$ cat src/rtl/count_sequencer.sv
`default_nettype none
// ============================================================================
// count_sequencer : run/pause/clear/limit sequencer for a signed 8-bit counter
// Revision 1.0
// ============================================================================
module count_sequencer #(
  parameter int TICK_DIV = 10000000
) (
  input  logic       CLOCK_50,
  input  logic       reset_n,
  input  logic       key_run_n,
  input  logic       key_clear_n,
  input  logic       sw_dir,
  input  logic [1:0] sw_rate,
  input  logic       sw_wrap,
  output logic [7:0] value,
  output logic [7:0] mag,
  output logic       neg,
  output logic       running,
  output logic       step,
  output logic       done
);

  localparam int              PW    = $clog2(TICK_DIV + 1);
  localparam logic [PW-1:0]   c_div = PW'(TICK_DIV);

  localparam logic [1:0] c_idle  = 2'd0;
  localparam logic [1:0] c_run   = 2'd1;
  localparam logic [1:0] c_pause = 2'd2;
  localparam logic [1:0] c_limit = 2'd3;

  logic          r_run_s1, r_run_s2, r_run_d;
  logic          r_clr_s1, r_clr_s2, r_clr_d;
  logic [1:0]    r_state, w_state_nxt;
  logic [7:0]    r_value, w_value_nxt, w_stepped;
  logic [PW-1:0] r_presc, w_presc_nxt, w_period;
  logic          r_step, w_step_nxt, r_running, r_done;
  logic          w_run_edge, w_clr_edge, w_hit;
  logic          w_at_max, w_at_min, w_blocked;

  // Synchronizer and edge flops idle high so reset release never looks like a press
  always_ff @(posedge CLOCK_50 or negedge reset_n) begin
    if (!reset_n) begin
      {r_run_s1, r_run_s2, r_run_d} <= 3'b111;
      {r_clr_s1, r_clr_s2, r_clr_d} <= 3'b111;
    end else begin
      r_run_s1 <= key_run_n;
      r_run_s2 <= r_run_s1;
      r_run_d  <= r_run_s2;
      r_clr_s1 <= key_clear_n;
      r_clr_s2 <= r_clr_s1;
      r_clr_d  <= r_clr_s2;
    end
  end

  assign w_run_edge = r_run_d & ~r_run_s2;
  assign w_clr_edge = r_clr_d & ~r_clr_s2;

  // >= rather than == so shortening the period mid-count steps at once
  assign w_period  = c_div >> sw_rate;
  assign w_hit     = (r_presc >= (w_period - 1'b1));

  assign w_at_max  = (r_value == 8'h7F);
  assign w_at_min  = (r_value == 8'h80);
  assign w_blocked = ~sw_wrap & (sw_dir ? w_at_min : w_at_max);
  assign w_stepped = sw_dir ? (r_value - 8'd1) : (r_value + 8'd1);

  always_comb begin
    w_state_nxt = r_state;
    w_value_nxt = r_value;
    w_presc_nxt = r_presc;
    w_step_nxt  = 1'b0;
    if (w_clr_edge) begin
      w_state_nxt = c_idle;
      w_value_nxt = 8'd0;
      w_presc_nxt = '0;
    end else begin
      case (r_state)
        c_idle: begin
          if (w_run_edge) begin
            w_state_nxt = c_run;
            w_presc_nxt = '0;
          end
        end
        c_run: begin
          if (w_hit) begin
            w_presc_nxt = '0;
            if (w_blocked) begin
              w_state_nxt = c_limit;
            end else begin
              w_value_nxt = w_stepped;
              w_step_nxt  = 1'b1;
              if (w_run_edge) w_state_nxt = c_pause;
            end
          end else if (w_run_edge) begin
            w_state_nxt = c_pause;
          end else begin
            w_presc_nxt = r_presc + 1'b1;
          end
        end
        c_pause: begin
          if (w_run_edge) w_state_nxt = c_run;
        end
        default: begin
          // Leave the limit only when the direction points back into range
          if (w_run_edge && (w_at_max ? sw_dir : ~sw_dir)) w_state_nxt = c_run;
        end
      endcase
    end
  end

  always_ff @(posedge CLOCK_50 or negedge reset_n) begin
    if (!reset_n) begin
      r_state   <= c_idle;
      r_value   <= 8'd0;
      r_presc   <= '0;
      r_step    <= 1'b0;
      r_running <= 1'b0;
      r_done    <= 1'b0;
    end else begin
      r_state   <= w_state_nxt;
      r_value   <= w_value_nxt;
      r_presc   <= w_presc_nxt;
      r_step    <= w_step_nxt;
      r_running <= (w_state_nxt == c_run);
      r_done    <= (w_state_nxt == c_limit);
    end
  end

  assign value   = r_value;
  assign neg     = r_value[7];
  assign mag     = r_value[7] ? (8'd0 - r_value) : r_value;
  assign running = r_running;
  assign step    = r_step;
  assign done    = r_done;

endmodule
`default_nettype wire

$ cat config.mk
export PLATFORM = sky130hd
export DESIGN_NAME = count_sequencer
export DESIGN_NICKNAME = d
export VERILOG_FILES = /design/src/rtl/count_sequencer.sv
export SDC_FILE = /design/constraint.sdc
export NUM_CORES = 1
export LEC_CHECK = 0
export CAP_MARGIN = 20
export CORE_ASPECT_RATIO = 1.4
export CORE_UTILIZATION = 52
export DETAILED_ROUTE_END_ITERATION = 8
export GPL_TIMING_DRIVEN = 1
export PLACE_DENSITY = 0.76
export SKIP_CTS_REPAIR_TIMING = 1
export SLEW_MARGIN = 20
export SYNTH_ARGS = -nofsm -noshare
export SYNTH_HDL_FRONTEND = slang
export SYNTH_SLANG_ARGS = --single-unit
$ cat constraint.sdc
create_clock -name CLOCK_50 -period 2.4 [get_ports CLOCK_50]
set_input_delay 0.24 -clock CLOCK_50 [delete_from_list [all_inputs] [get_ports CLOCK_50]]
set_output_delay 0.24 -clock CLOCK_50 [all_outputs]
set_load 0.01 [all_outputs]
# --- Word-level counts from Yosys, hierarchy flattened ---
# Index checks and enable logic that the tools add are counted.
totals:
  register_bits: 43
  inputBits: 8
  output_inout_bits: 20
  wordCells: 67
op_classes:
  addsub: 5
  n_lt_le_gt_ge: 1
  eq_ne: 9
  shift: 1
  muxes: 24
  n_bitwise: 7
  reduce_logical: 8
op_table:
  columns: ["operator", "n"]
  rows:
  - ["2-to-1 mux 24 bit", 4]
  - ["2-to-1 mux 8 bit", 6]
  - ["one-hot mux 24 bit (2 select lines)", 1]
  - ["adder 24 x 1 -> 24 bit (second input constant)", 1]
  - ["greater-or-equal comparator 24 bit", 1]
  - ["right shift 24 x 2 -> 24 bit (first input constant)", 1]
  - ["subtractor 24 x 1 -> 24 bit (second input constant)", 1]
  - ["2-to-1 mux 2 bit", 6]
  - ["adder 8 x 1 -> 8 bit (second input constant)", 1]
  - ["equality test 8 x 7 -> 1 bit (second input constant)", 1]
  - ["equality test 8 bit (second input constant)", 1]
  - ["subtractor 1 x 8 -> 8 bit (first input constant)", 1]
  - ["subtractor 8 x 1 -> 8 bit (second input constant)", 1]
  - ["2-to-1 mux 1 bit", 6]
  - ["AND reduction 3 bit", 2]
  - ["equality test 2 x 1 -> 1 bit (second input constant)", 2]
  - ["equality test 2 bit (second input constant)", 2]
  - ["inequality test 4 bit (second input constant)", 1]
  - ["inverter 1 bit", 4]
  - ["one-hot mux 2 bit (2 select lines)", 1]
  - ["nonzero test 2 bit", 2]
  - ["bitwise AND 1 bit", 3]
  - ["inequality test 3 bit (second input constant)", 1]
  - ["nonzero test 3 bit", 1]
  - ["other kinds (4)", 4]

# --- Depth between registers and ports, before layout ---
logic_depth:
  ltp_word: 8
  mapped_depth: 13
  mapped_depth_nobuf: 11

# --- Worst setup path after synthesis ---
# Ideal clock, no wire load.
synth_path:
  kind: "input to register"
  start: "input sw_rate[1]"
  end: "register r_presc[3]"
  setup_ns: 0.104
  t_arrival_ns: 2.346
  required_time_ns: 2.296
  slack_ns: -0.049
  cell_stages: 12
  path_cell_list: "inv_1 > ha_1 > inv_1 > ha_1 > a211o_1 > o211ai_1 > a21oi_1 > o311a_4 > nor3_4 > nand2_2 > buf_6 > o311ai_1"
synth_between:
  elab_chain_cells: 6
  elab_cells_between_ends: 8
  cone_classes: "1 x add/sub; 1 x order compare; 1 x eq/ne; 1 x shift; 3 x mux; 1 x reduce/logical"
synth_lines:
  columns: ["item", "line_no", "rtl"]
  rows:
  - ["start, declared", "14", "input logic [1:0] sw_rate,"]
  - ["right shift 24 x 2 -> 24 bit *", "60", "assign w_period = c_div >> sw_rate;"]
  - ["subtractor 24 x 1 -> 24 bit *", "61", "assign w_hit = (r_presc >= (w_period - 1'b1));"]
  - ["greater-or-equal comparator 24 bit *", "61", null]
  - ["2-to-1 mux 24 bit", "86", "if (w_hit) begin"]
  - ["one-hot mux 24 bit (2 select lines)", "78", "case (r_state)"]
  - ["2-to-1 mux 24 bit", "73", "if (w_clr_edge) begin"]
  - ["end signal, assigned", "123", "r_presc <= w_presc_nxt;"]
  - ["end, declared", "36", "logic [PW-1:0] r_presc, w_presc_nxt, w_period;"]
# Mark *: on every way between the ends. The rest lies on a longest branch, timed or not.
# A chain may end at the register's enable or synchronous reset.

# --- Worst setup path in the final report ---
layout_path:
  start: "register r_presc[17]"
  end: "register r_presc[7]"
layout_between:
  elab_chain_cells: 4
  elab_cells_between_ends: 6
  cone_classes: "1 x order compare; 1 x eq/ne; 3 x mux; 1 x reduce/logical"
layout_lines:
  columns: ["item", "line_no"]
  rows:
  - ["greater-or-equal comparator 24 bit *", "61"]
  - ["2-to-1 mux 24 bit", "86"]
  - ["one-hot mux 24 bit (2 select lines)", "78"]
  - ["2-to-1 mux 24 bit", "73"]
# Marks and branches as above.

==> results.yml <==
run_status:
  status: "complete, but fails checks"
  failed_checks: "negative setup slack"
detailed_routing:
  drcViolationCount: 0
  drt_iter0_drc: 171
  wl_per_cell_um: 18.2
  routed_wl_um: 8760
  ant_nets: 0
  vias_per_cell: 6.25
  first_pass_iters: 5
  vias: 3012
sta:
  period_share_pct: 107
  final_max_slew_viol_count: 0
  worstMarginPinSlew_ns: 0.623
  setup_viol: 31
  fin_skew_ns: 0.00589
  fin_ws_ns: -0.160
  grt_setup_unrepaired: "true"
  hold_viol: 0
  max_slew_margin_pct: 58.5
  fmax_mhz: 391
  fin_crit_ns: 2.56
clocking:
  cts.sinks: 43
  htree_levels: 2
  cts-root-buf: "clkbuf_8"
  cts_buffers: 5
  clk_latency_ns: 0.30
  clock_path_buffers: 2
  cts_tree: "built"
  clkTransAtPathRegs_ns: 0.09
layout:
  multiInputGateArea_um2: 2090
  design_area_um2: 4240
  nFillCells: 391
  layout-drive-gt1-share_pct: 28.0
  area_growth_pct: 39.0
  finalNetCount: 457
  diodes: 0
  seq_area_um2: 1080
setup_path:
  crit_slowest_cell: "dfrtp_1"
  path_delay_family: "compound AO/OA/AOI/OAI gates"
  end_kind: "register"
  worstPathBufferInverterCount: 2
  arrival_ns: 2.79
  max_stage_delay_ns: 0.42
  crit_chain: "ha_1, a21oi_1, o21ai_2, a221oi_4, nand3_2, o22ai_4, buf_4, clkbuf_16, o21ai_0, a21oi_2"
  criticalPathCategory: "register to register"
  worstPathMaxFanout: 8
  critPathLaunchType: "register"
  crit_required_ns: 2.63
placed_design:
  gp_congestion: 0.866
  placed_cell_area_um2: 3740
  port_buffers: 27
  dp_hpwl_um: 5580
floorplanning:
  die_h_um: 92.6
  coreArea_um2: 5570
  ios: 28
  rows: 32
  die_area_um2: 6180
  initial_core_util_pct: 54.8
  die_w_um: 66.7
synth:
  synth_top_area_share_pct: 30.4
  synthMostInstantiatedCell: "dfrtp_1"
  synth-seq-area-share_pct: 35.5
  netlist_top_cells_area: "dfrtp_1 30%, ha_1 14%, dfstp_2 5.2%, o31ai_1 3.9%, nand2_1 3.8%"
  synthesis.nets: 376
  yosysTopAreaCell: "dfrtp_1"
  yosys-top-cells-count: "37 x dfrtp_1, 35 x ha_1, 31 x nand2_1, 22 x a21oi_1, 22 x nor2_1"
  synth-seq-cells: 43
  synth_enable_flop_cells: 0
  avgSynthCellArea_um2: 9.18
  syn_area_um2: 3050
  yosys_warnings: 0
  synth_cell_types: 52
  synth-async-reset-ratio_pct: 100
  ys.flop_type: "dfrtp_1"
  synth_cells: 332
pwr:
  ir_worst_vdd_v: 0.000277
  p_leak_uw: 0.00195
  power.density_nw_per_um2: 404
  fin_total_pwr_uw: 1710
hold_path:
  min_path_type: "input pin to register"
global_route:
  grt_pass1_vias: 2742
  grt_pass1_wl_um: 12100
  antenna_found_initial: 0
  track_usage_pct: 25.6
  grt_overflow_total: 0
  grt_max_degree: 27
job:
  cap_violations: 0
[state kept, by name (all words and copies together) (netlist names)]
register and cells:
running 1, r_clr_s2 1, value 8, step 1, done 1, r_clr_d 1
r_clr_s1 1, r_run_s2 1, r_state 2, r_presc 24, r_run_d 1, r_run_s1 1
[path summary, 6_finish.rpt]
path | cells after the start | slack [ns] | startpoint | end
setup / recovery | 10 | -0.16 | r_presc[17] | r_presc[7]
hold / removal | 1 | 0.34 | key_run_n | r_run_s1
setup reg to reg | 10 | -0.16 | r_presc[17] | r_presc[7]
hold reg to reg | 0 | 0.36 | r_clr_s1 | r_clr_s2
max in group asynchronous | 3 | 1.25 | reset_n | r_run_d
min in group asynchronous | 2 | 0.49 | reset_n | value[2]
[cells in the final DEF (no fill, tap or decap), types with 8 or more instances in the layout]
cell	synthesis	layout
inv_1	17	14
o31ai_1	16	8
nand3_1	20	19
a21oi_1	22	18
o21ai_0	13	11
nor2_1	22	22
ha_1	35	32
clkdlybuf4s50_1	0	22
nand2_1	31	29
nand4_1	8	8
xnor2_1	10	9
buf_4	3	43
dfrtp_1	37	36
[final cells by class]
cell class	count	share of cell area, %
Multi-Input combinational cell	262	49.3
Timing Repair Buffer	84	19.0
Clock inverter	3	1.03
Clock buffer	5	1.62
Sequential cell	43	25.6
Inverter	17	1.51
Tap cell	68	2.01
[where the power goes]
group          internal [uW]  switching, uW
Clock                    310            276
Combinational            174            191
Sequential               746           14.9
[worst reg2reg max path, stage by stage, from the launching register on]
cell       delay [ns]
dfrtp_1          0.42
ha_1             0.32
a21oi_1          0.19
o21ai_2          0.11
a221oi_4         0.40
nand3_2          0.18
o22ai_4          0.25
buf_4            0.18
clkbuf_16        0.14
o21ai_0          0.12
a21oi_2          0.17
[logic make-up after synthesis]
| family | Yosys count | share of synthesized area (%) |
|---|---|---|
| AOI/OAI and AO/OA | 80 | 18.2 |
| xor gates and xnor gates | 13 | 3.73 |
| adders and majority gates | 36 | 15.0 |
| buffers and inverters | 27 | 4.10 |
| DFF | 43 | 35.5 |
| muxes | 5 | 1.64 |
| and+or+nand+nor | 128 | 21.8 |
[per-stage QoR]
| step | setup slack [ns] | utilization, % | TNS [ns] | instances | hold slack, ns |
|---|---|---|---|---|---|
| after floorplan | 0.00687 | - | 0 | 332 | -0.0556 |
| after global routing | -0.255 | 76.1 | -4.32 | 482 | 0.331 |
| after detailed placement | -0.822 | 67.2 | -26.33 | 465 | 0.291 |
| after CTS | -0.510 | 69.2 | -14.77 | 473 | -0.0400 |
| final | -0.160 | 76.1 | -1.64 | 482 | 0.336 |
| after global placement | -0.665 | 67.2 | -21.14 | 465 | 0.276 |
[per-layer routing]
metal	track usage, %	vias up	part of all wire [%]
met5	0	-	0
met4	13.3	0	4.8
met3	3.57	35	4.8
met2	45.9	137	53
met1	28.4	1459	37
li1	-	1381	-
No activity file was read; power rests on OpenSTA's default activity.
